File: config.mk
export PLATFORM = sky130hd
export DESIGN_NAME = axi4_lite_read_master
export DESIGN_NICKNAME = d
export VERILOG_FILES = /design/src/rtl/axi4_lite_read_master_pkg.sv /design/src/rtl/axi4_lite_read_master_wait_timer.sv /design/src/rtl/axi4_lite_read_master.sv
export SDC_FILE = /design/constraint.sdc
export NUM_CORES = 1
export LEC_CHECK = 0
export ABC_AREA = 1
export CAP_MARGIN = 10
export CORE_MARGIN = 2
export CORE_UTILIZATION = 29
export DETAILED_ROUTE_END_ITERATION = 12
export PLACE_DENSITY = 0.63
export SYNTH_ARGS = -nofsm -noshare
export SYNTH_HDL_FRONTEND = slang
export SYNTH_SLANG_ARGS = --single-unit
File: constraint.sdc
create_clock -name aclk -period 1.9 [get_ports aclk]
set_input_delay 0.38 -clock aclk [delete_from_list [all_inputs] [get_ports aclk]]
set_output_delay 0.38 -clock aclk [all_outputs]
set_load 0.005 [all_outputs]
File: src/rtl/axi4_lite_read_master_pkg.sv
`default_nettype none
// +----------------------------------------------------------------------------+
// | Axi4LiteReadMasterGlobalPkg: response/protection/state encodings and       |
// | default widths shared by the AXI4-Lite read master.     Revision: 1.0      |
// +----------------------------------------------------------------------------+
package Axi4LiteReadMasterGlobalPkg;

  localparam int c_DEFAULT_ADDRESS_WIDTH   = 32;
  localparam int c_DEFAULT_DATA_WIDTH      = 32;
  localparam int c_DEFAULT_DELAY_WIDTH     = 5;
  localparam int c_DEFAULT_MAX_WAIT_CYCLES = 256;

  typedef enum logic [1:0] {
    READ_OKAY   = 2'b00,
    READ_EXOKAY = 2'b01,
    READ_SLVERR = 2'b10,
    READ_DECERR = 2'b11
  } rrespEnum;

  // Bit 0 privileged, bit 1 non-secure, bit 2 instruction.
  typedef enum logic [2:0] {
    ARPROT_DATA_SEC_UNPRIV   = 3'b000,
    ARPROT_DATA_SEC_PRIV     = 3'b001,
    ARPROT_DATA_NSEC_UNPRIV  = 3'b010,
    ARPROT_DATA_NSEC_PRIV    = 3'b011,
    ARPROT_INSTR_SEC_UNPRIV  = 3'b100,
    ARPROT_INSTR_SEC_PRIV    = 3'b101,
    ARPROT_INSTR_NSEC_UNPRIV = 3'b110,
    ARPROT_INSTR_NSEC_PRIV   = 3'b111
  } arprotEnum;

  typedef enum logic [2:0] {
    ST_IDLE    = 3'd0,
    ST_AR_SEND = 3'd1,
    ST_R_WAIT  = 3'd2,
    ST_RSP     = 3'd3,
    ST_DRAIN   = 3'd4
  } masterStateEnum;

endpackage
`default_nettype wire

File: src/rtl/axi4_lite_read_master_wait_timer.sv
`default_nettype none
// +----------------------------------------------------------------------------+
// | axi4_lite_read_master_wait_timer: RREADY delay down-counter plus a         |
// | saturating RVALID wait counter with timeout flag.       Revision: 1.0      |
// +----------------------------------------------------------------------------+
module axi4_lite_read_master_wait_timer
  import Axi4LiteReadMasterGlobalPkg::*;
#(
  parameter int DELAY_WIDTH     = c_DEFAULT_DELAY_WIDTH,
  parameter int MAX_WAIT_CYCLES = c_DEFAULT_MAX_WAIT_CYCLES
) (
  input  logic                   clk,
  input  logic                   rst,
  input  logic                   i_load,
  input  logic [DELAY_WIDTH-1:0] i_delay,
  input  logic                   i_run,
  output logic                   o_delay_zero,
  output logic                   o_timeout
);

  localparam int c_WAIT_WIDTH = $clog2(MAX_WAIT_CYCLES + 1);
  localparam logic [c_WAIT_WIDTH-1:0] c_WAIT_LIMIT = c_WAIT_WIDTH'(MAX_WAIT_CYCLES);

  logic [DELAY_WIDTH-1:0]  r_delay;
  logic [c_WAIT_WIDTH-1:0] r_wait;

  // Both counters hold at their end values, so a long stall never wraps.
  always_ff @(posedge clk) begin
    if (rst) begin
      r_delay <= '0;
      r_wait  <= '0;
    end else if (i_load) begin
      r_delay <= i_delay;
      r_wait  <= '0;
    end else if (i_run) begin
      if (r_delay != '0)
        r_delay <= r_delay - DELAY_WIDTH'(1);
      if (r_wait != c_WAIT_LIMIT)
        r_wait <= r_wait + c_WAIT_WIDTH'(1);
    end
  end

  assign o_delay_zero = (r_delay == '0);
  assign o_timeout    = (r_wait == c_WAIT_LIMIT);

endmodule
`default_nettype wire

File: src/rtl/axi4_lite_read_master.sv
`default_nettype none
// +----------------------------------------------------------------------------+
// | axi4_lite_read_master: single-outstanding AXI4-Lite read initiator with    |
// | address window, RREADY delay and RVALID timeout.        Revision: 1.0      |
// +----------------------------------------------------------------------------+
module axi4_lite_read_master
  import Axi4LiteReadMasterGlobalPkg::*;
#(
  parameter int                       ADDRESS_WIDTH   = c_DEFAULT_ADDRESS_WIDTH,
  parameter int                       DATA_WIDTH      = c_DEFAULT_DATA_WIDTH,
  parameter int                       DELAY_WIDTH     = c_DEFAULT_DELAY_WIDTH,
  parameter int                       MAX_WAIT_CYCLES = c_DEFAULT_MAX_WAIT_CYCLES,
  parameter logic [ADDRESS_WIDTH-1:0] MIN_ADDRESS     = '0,
  parameter logic [ADDRESS_WIDTH-1:0] MAX_ADDRESS     = '1
) (
  input  logic                     aclk,
  input  logic                     areset,
  input  logic                     req_valid,
  output logic                     req_ready,
  input  logic [ADDRESS_WIDTH-1:0] req_addr,
  input  logic [2:0]               req_prot,
  input  logic [DELAY_WIDTH-1:0]   req_rready_delay,
  output logic                     rsp_valid,
  input  logic                     rsp_ready,
  output logic [DATA_WIDTH-1:0]    rsp_data,
  output logic [1:0]               rsp_resp,
  output logic                     rsp_timeout,
  output logic [ADDRESS_WIDTH-1:0] araddr,
  output logic [2:0]               arprot,
  output logic                     arvalid,
  input  logic                     arready,
  input  logic [DATA_WIDTH-1:0]    rdata,
  input  logic [1:0]               rresp,
  input  logic                     rvalid,
  output logic                     rready
);

  masterStateEnum r_state, w_next_state;

  logic [ADDRESS_WIDTH-1:0] r_addr;
  logic [2:0]               r_prot;
  logic [DELAY_WIDTH-1:0]   r_delay_val;
  logic [DATA_WIDTH-1:0]    r_rsp_data;
  logic [1:0]               r_rsp_resp;
  logic                     r_rsp_timeout;
  logic                     r_drain_pending;

  logic w_ar_hs, w_r_hs, w_delay_zero, w_timeout;
  logic w_below_min, w_above_max, w_in_window;
  logic [ADDRESS_WIDTH-1:0] w_lo_unused, w_hi_unused;

  // Window check via borrow bits so a full-range window stays lint-clean.
  assign {w_below_min, w_lo_unused} = {1'b0, req_addr} - {1'b0, MIN_ADDRESS};
  assign {w_above_max, w_hi_unused} = {1'b0, MAX_ADDRESS} - {1'b0, req_addr};
  assign w_in_window = !w_below_min && !w_above_max;

  assign w_ar_hs = (r_state == ST_AR_SEND) && arready;
  assign w_r_hs  = (r_state == ST_R_WAIT) && rvalid && w_delay_zero;

  axi4_lite_read_master_wait_timer #(
    .DELAY_WIDTH     (DELAY_WIDTH),
    .MAX_WAIT_CYCLES (MAX_WAIT_CYCLES)
  ) u_wait_timer (
    .clk          (aclk),
    .rst          (areset),
    .i_load       (w_ar_hs),
    .i_delay      (r_delay_val),
    .i_run        (r_state == ST_R_WAIT),
    .o_delay_zero (w_delay_zero),
    .o_timeout    (w_timeout)
  );

  always_ff @(posedge aclk) begin
    if (areset) r_state <= ST_IDLE;
    else        r_state <= w_next_state;
  end

  // A handshake in the timeout cycle takes priority over the timeout.
  always_comb begin
    w_next_state = r_state;
    case (r_state)
      ST_IDLE:    if (req_valid) w_next_state = w_in_window ? ST_AR_SEND : ST_RSP;
      ST_AR_SEND: if (arready) w_next_state = ST_R_WAIT;
      ST_R_WAIT:  if (w_r_hs || w_timeout) w_next_state = ST_RSP;
      ST_RSP:     if (rsp_ready) w_next_state = r_drain_pending ? ST_DRAIN : ST_IDLE;
      ST_DRAIN:   if (rvalid) w_next_state = ST_IDLE;
      default:    w_next_state = ST_IDLE;
    endcase
  end

  always_comb begin
    req_ready = 1'b0;
    arvalid   = 1'b0;
    rready    = 1'b0;
    rsp_valid = 1'b0;
    case (r_state)
      ST_IDLE:    req_ready = !areset;
      ST_AR_SEND: arvalid   = 1'b1;
      ST_R_WAIT:  rready    = w_delay_zero;
      ST_RSP:     rsp_valid = 1'b1;
      ST_DRAIN:   rready    = 1'b1;
      default:    ;
    endcase
  end

  always_ff @(posedge aclk) begin
    if (areset) begin
      r_addr          <= '0;
      r_prot          <= '0;
      r_delay_val     <= '0;
      r_rsp_data      <= '0;
      r_rsp_resp      <= READ_OKAY;
      r_rsp_timeout   <= 1'b0;
      r_drain_pending <= 1'b0;
    end else begin
      case (r_state)
        ST_IDLE: begin
          if (req_valid) begin
            r_addr          <= req_addr;
            r_prot          <= req_prot;
            r_delay_val     <= req_rready_delay;
            r_rsp_data      <= '0;
            r_rsp_resp      <= READ_DECERR;
            r_rsp_timeout   <= 1'b0;
            r_drain_pending <= 1'b0;
          end
        end
        ST_R_WAIT: begin
          if (w_r_hs) begin
            r_rsp_data      <= rdata;
            r_rsp_resp      <= rresp;
            r_rsp_timeout   <= 1'b0;
            r_drain_pending <= 1'b0;
          end else if (w_timeout) begin
            r_rsp_data      <= '0;
            r_rsp_resp      <= READ_SLVERR;
            r_rsp_timeout   <= 1'b1;
            r_drain_pending <= 1'b1;
          end
        end
        ST_DRAIN: if (rvalid) r_drain_pending <= 1'b0;
        default: ;
      endcase
    end
  end

  assign araddr      = r_addr;
  assign arprot      = r_prot;
  assign rsp_data    = r_rsp_data;
  assign rsp_resp    = r_rsp_resp;
  assign rsp_timeout = r_rsp_timeout;

endmodule
`default_nettype wire

# After elaboration in Yosys (flattened, before gate mapping)
# Cells that the tools add are included.
# W data, S select, Z words.
[totals]
input_bits = 80
out_inout_bits = 74
wordCells = 73
regBits = 93
[classes]
add_sub_neg = 3
n_reduce_logical = 19
eq_ne = 12
n_mux = 29
[ops]
columns = ["op", "count"]
rows = [
  ["$mux W32", 3],
  ["$pmux W32 S2", 1],
  ["$sub A32 B32 Y33 const A", 1],
  ["$mux W3", 6],
  ["$mux W5", 3],
  ["$pmux W3 S5", 1],
  ["$ne A2 B2 Y1 const B", 5],
  ["$add A9 B1 Y9 const B", 1],
  ["$eq A9 B9 Y1 const B", 1],
  ["$ne A9 B9 Y1 const B", 1],
  ["$mux W2", 4],
  ["$mux W1", 7],
  ["$eq A3 B2 Y1 const B", 2],
  ["$reduce_and A2 Y1", 3],
  ["$reduce_bool A2 Y1", 3],
  ["$logic_not A5 Y1", 1],
  ["$reduce_and A5 Y1", 1],
  ["$reduce_bool A5 Y1", 1],
  ["$sub A5 B1 Y5 const B", 1],
  ["$pmux W1 S2", 2],
  ["$pmux W2 S2", 1],
  ["$reduce_and A4 Y1", 1],
  ["$eq A3 B1 Y1 const B", 1],
  ["$eq A3 B3 Y1 const B", 1],
  ["other kinds (9)", 11],
]

# Logic depth before layout (Yosys ltp)
[logic_depth]
depth_word = 6
mapped_depth = 10
depth_no_buf = 10

# By module
# A second synthesis with hierarchy kept.
[hier_totals]
hier_cells = 632
area_unflattened_um2 = 4355.4
[by_module_without_submodules]
columns = ["mod", "seq_area_each_um2", "cells_per_inst", "area_per_inst_um2", "instances"]
rows = [
  ["axi4_lite_read_master", 1581.5, 484, 3448.3, 1],
  ["axi4_lite_read_master_wait_timer", 280.3, 148, 907.1, 1],
]

# Least setup slack after synthesis
# OpenSTA, ideal clock, no wires.
[synth_timing]
path_type = "register to register"
startpoint = "register u_wait_timer.r_wait[0]"
endpoint = "register u_wait_timer.r_wait[4]"
t_required_ns = 1.830
t_arrival_ns = 1.256
stages_incl_launch_ff = 11
slack_ns = 0.575
cell_sequence = "dfxtp_1 -> inv_1 -> ha_1 -> nand2_1 -> nor2_1 -> nand2_1 -> nand2_2 -> inv_2 -> nand3_1 -> nand2_1 -> a21oi_1"
[synth_between]
elab_chain_len = 2
word_cells_on_any_way = 3
[synth_rtl]
columns = ["element", "line_no", "rtl"]
rows = [
  ["start: declaration", "axi4_lite_read_master_wait_timer.sv:25", "logic [c_WAIT_WIDTH-1:0] r_wait;"],
  ["start signal: assignment", "axi4_lite_read_master_wait_timer.sv:39", "r_wait <= r_wait + c_WAIT_WIDTH'(1);"],
  ["branches (longest 2 deep; another with $add A9 B1 Y9)", "n/a", ""],
]
# Parallel ways; which one is timed is not known.
# A chain may end at the register's enable or synchronous reset.

# Final worst setup path
[layout_timing]
startpoint = "register r_state[2]"
endpoint = "output port arvalid"
[layout_between]
elab_chain_len = 2
[layout_rtl]
columns = ["element", "line_no", "rtl"]
rows = [
  ["start: declaration", "axi4_lite_read_master.sv:38", "masterStateEnum r_state, w_next_state;"],
  ["start signal: assignment", "axi4_lite_read_master.sv:75", "else r_state <= w_next_state;"],
  ["$eq A3 B1 Y1", "axi4_lite_read_master.sv:96", "case (r_state)"],
  ["$mux W1", "axi4_lite_read_master.sv:96", ""],
  ["end: declaration", "axi4_lite_read_master.sv:30", "output logic arvalid,"],
]
# Every way passes these cells.

==> results.sh <==
export IMPL_cts_tree="yes"
export IMPL_dp_hpwl_um=7640
export IMPL_grt_max_degree=52
export IMPL_max_cap_violations=0
export IMPL_drive_above_1_share_pct=8.75
export IMPL_clock_latency_ns=0.35
export IMPL_whs_ns=0.443
export IMPL_root_buffer="clkbuf_16"
export IMPL_required_ns=1.52
export IMPL_worst_pin_slew_ns=0.434
export IMPL_avgSynthCellArea_um2=7.67
export IMPL_synth_edff_count=0
export IMPL_leakage_nw=2.24
export IMPL_reg2reg_slack_ns=0.26
export IMPL_end_kind="primary output"
export IMPL_powerDensity_mw_per_mm2=1140
export IMPL_hold_class="reg2reg"
export IMPL_dp_worst_setup_slack_ns=-0.144
export IMPL_antenna_found_initial=0
export IMPL_dp_cells=819
export IMPL_fin_skew_ns=0.00922
export IMPL_die_height_um=120
export IMPL_start_util_pct=29.6
export IMPL_timing_final_crit_share_pct=94.5
export IMPL_ys_seq_area_share_pct=47.7
export IMPL_utilization_pct=45.4
export IMPL_peakVddDrop_v=0.000504
export IMPL_setup_slack_ns=0.104
export IMPL_clk_pin_slew_ns=0.07
export IMPL_die_area_mm2=0.0144
export IMPL_relSlewSlack_pct=70.9
export IMPL_n_fill_cell=1292
export IMPL_ioPinCount=154
export IMPL_grt_pass1_vias=3726
export IMPL_ys_seq_elements=93
export IMPL_worst_setup_path_type="reg2out"
export IMPL_critical_path_buf_inv_count=3
export IMPL_cp_cell_sequence="nor2_4, buf_4, nand2_4, inv_2, dlygate4sd2_1"
export IMPL_wl_um=10700
export IMPL_critical_path_top_delay_family="flip-flops"
export IMPL_detail_route_antenna_nets=0
export IMPL_cp_slowest_stage_delay_ns=0.50
export IMPL_fmax_mhz=557
export IMPL_path_max_fanout=5
export IMPL_setup_violations=0
export IMPL_synthToLayoutAreaGrowth_pct=53.3
export IMPL_critPathArrivalTime_ns=1.42
export IMPL_power_mw=6.85
export IMPL_remaining_drc_errors=0
export IMPL_synthCells=509
export IMPL_fin_crit_ns=1.80
export IMPL_clock_sinks=93
export IMPL_final_area_mm2=0.00599
export IMPL_synth_area_mm2=0.00391
export IMPL_core_area_mm2=0.0132
export IMPL_clockBufferDepth=2
export IMPL_rows=42
export IMPL_slowest_stage="dfxtp_1"
export IMPL_rsz0062_at_grt="no"
export IMPL_hold_violations=0
export IMPL_gp_congestion=0.901
export IMPL_syn_nets=592
export IMPL_status="finished, final reports clean"
export IMPL_slew_viol_final=0
export IMPL_dr_pass1_iters=4
export IMPL_cts_htree_levels=3
export IMPL_synth_ff_type="dfxtp_1"
export IMPL_setup_tns_ns=0
export IMPL_yosysWarnings=0
export IMPL_final_cell_count_no_fill=839
export IMPL_nNetsFinal=741
export IMPL_synthDistinctLibCells=26
export IMPL_num_antenna_cells=0
export IMPL_wl_per_cell_um=12.7
export IMPL_via_per_inst=4.53
export IMPL_vias=3804
export IMPL_cp_start_kind="flip-flop"
export IMPL_cts_buffers=9
export IMPL_die_x_um=120
export IMPL_dpl_cell_area_mm2=0.00563
export IMPL_grt_remaining_overflow=0
export IMPL_grt_util_all_layers_pct=15.1
export IMPL_initialDrtViolationCount=189
export IMPL_grt_pass1_wl_um=17500
export IMPL_ys_async_sr_fraction_pct=0
export IMPL_port_buffers=153
worst paths after layout:
path / from / to / cells past startpoint
min: araddr[17] / araddr[17] / 2
max reg2reg: r_state[0] / rsp_data[22] / 8
max: r_state[2] / arvalid / 5
min reg2reg: araddr[17] / araddr[17] / 2
cell families (layout without fill, tap and decap cells):
logic type      after synthesis  count (layout)  synth area share [%]
compound gates              137             137                  17.7
simple gates                173             173                  21.5
buf+inv                     100             254                  11.5
flops                        93              93                  47.7
fa+ha+maj                     3               3                 0.961
xor+xnor                      3               3                 0.673
where the power goes:
part	total (mW)	switching [mW]	internal [mW]
Sequential	2.54	0.212	2.32
Clock	1.85	0.782	1.07
Combinational	2.46	1.26	1.21
Total	6.85	2.25	4.60
metal layers:
metal / global-route usage (%) / vias up / share of wire [%]
met5: 0 / - / 0
li1: - / 1974 / -
met4: 4.49 / 0 / 1.1
met2: 24.5 / 125 / 46
met1: 17.9 / 1695 / 43
met3: 6.61 / 10 / 9.5
final cells by class:
class | count | area, um^2 | share of cell area (%)
clock inverter | 6 | 68.8 | 1.15
inverter | 69 | 259 | 4.33
multi-input combinational | 316 | 1630 | 27.2
timing repair buffer | 169 | 1710 | 28.5
tap | 176 | 220 | 3.68
sequential | 93 | 1870 | 31.2
clock buffer | 10 | 239 | 3.99
flip-flops by register name, indices dropped and copies added, names as in the netlist:
name                  cells
rsp_resp                  2
arprot                    3
u_wait_timer.r_delay      5
r_delay_val               5
r_state                   3
rsp_data                 32
r_drain_pending           1
u_wait_timer.r_wait       9
araddr                   32
rsp_timeout               1
tightest hold or removal path, delay by kind of cell (launching register included):
kind | cells | cell delay, ns
flops | 1 | 0.31
compound gates | 1 | 0.05
buf+inv | 1 | 0.04
cell usage after synthesis, types with 4 or more instances:
| library cell | instances | share of area, % |
|---|---|---|
| nand2_1 | 83 | 8.0 |
| nand3_1 | 13 | 1.7 |
| nand4_1 | 32 | 5.1 |
| o21ai_0 | 46 | 5.9 |
| clkbuf_1 | 11 | 1.1 |
| nor3_1 | 8 | 1.0 |
| nand3b_1 | 4 | 0.77 |
| a21oi_1 | 88 | 11 |
| nand3_2 | 4 | 1.0 |
| inv_1 | 65 | 6.2 |
| inv_2 | 4 | 0.38 |
| nor2_1 | 21 | 2.0 |
| buf_6 | 7 | 2.0 |
| dfxtp_1 | 93 | 48 |
| buf_2 | 10 | 1.3 |
cells in the final DEF (no fill, tap or decap), drive strengths merged, types with 9 or more instances in the layout:
cell type        n
nand2           85
clkdlybuf4s50  149
nand4           32
dfxtp           93
nand3           17
inv             71
clkbuf          12
nor2            26
nor3             9
a21oi           88
buf             16
o21ai           46
timing repair:
item,4_1_cts,5_1_grt
pin swaps,1,1
hold endpoints to repair,0,0
resized for setup,14,6
buffers inserted,2,2
endpoints found under the setup margin,4,3
hold buffers,0,0
Power figures use the tool's default switching activity.
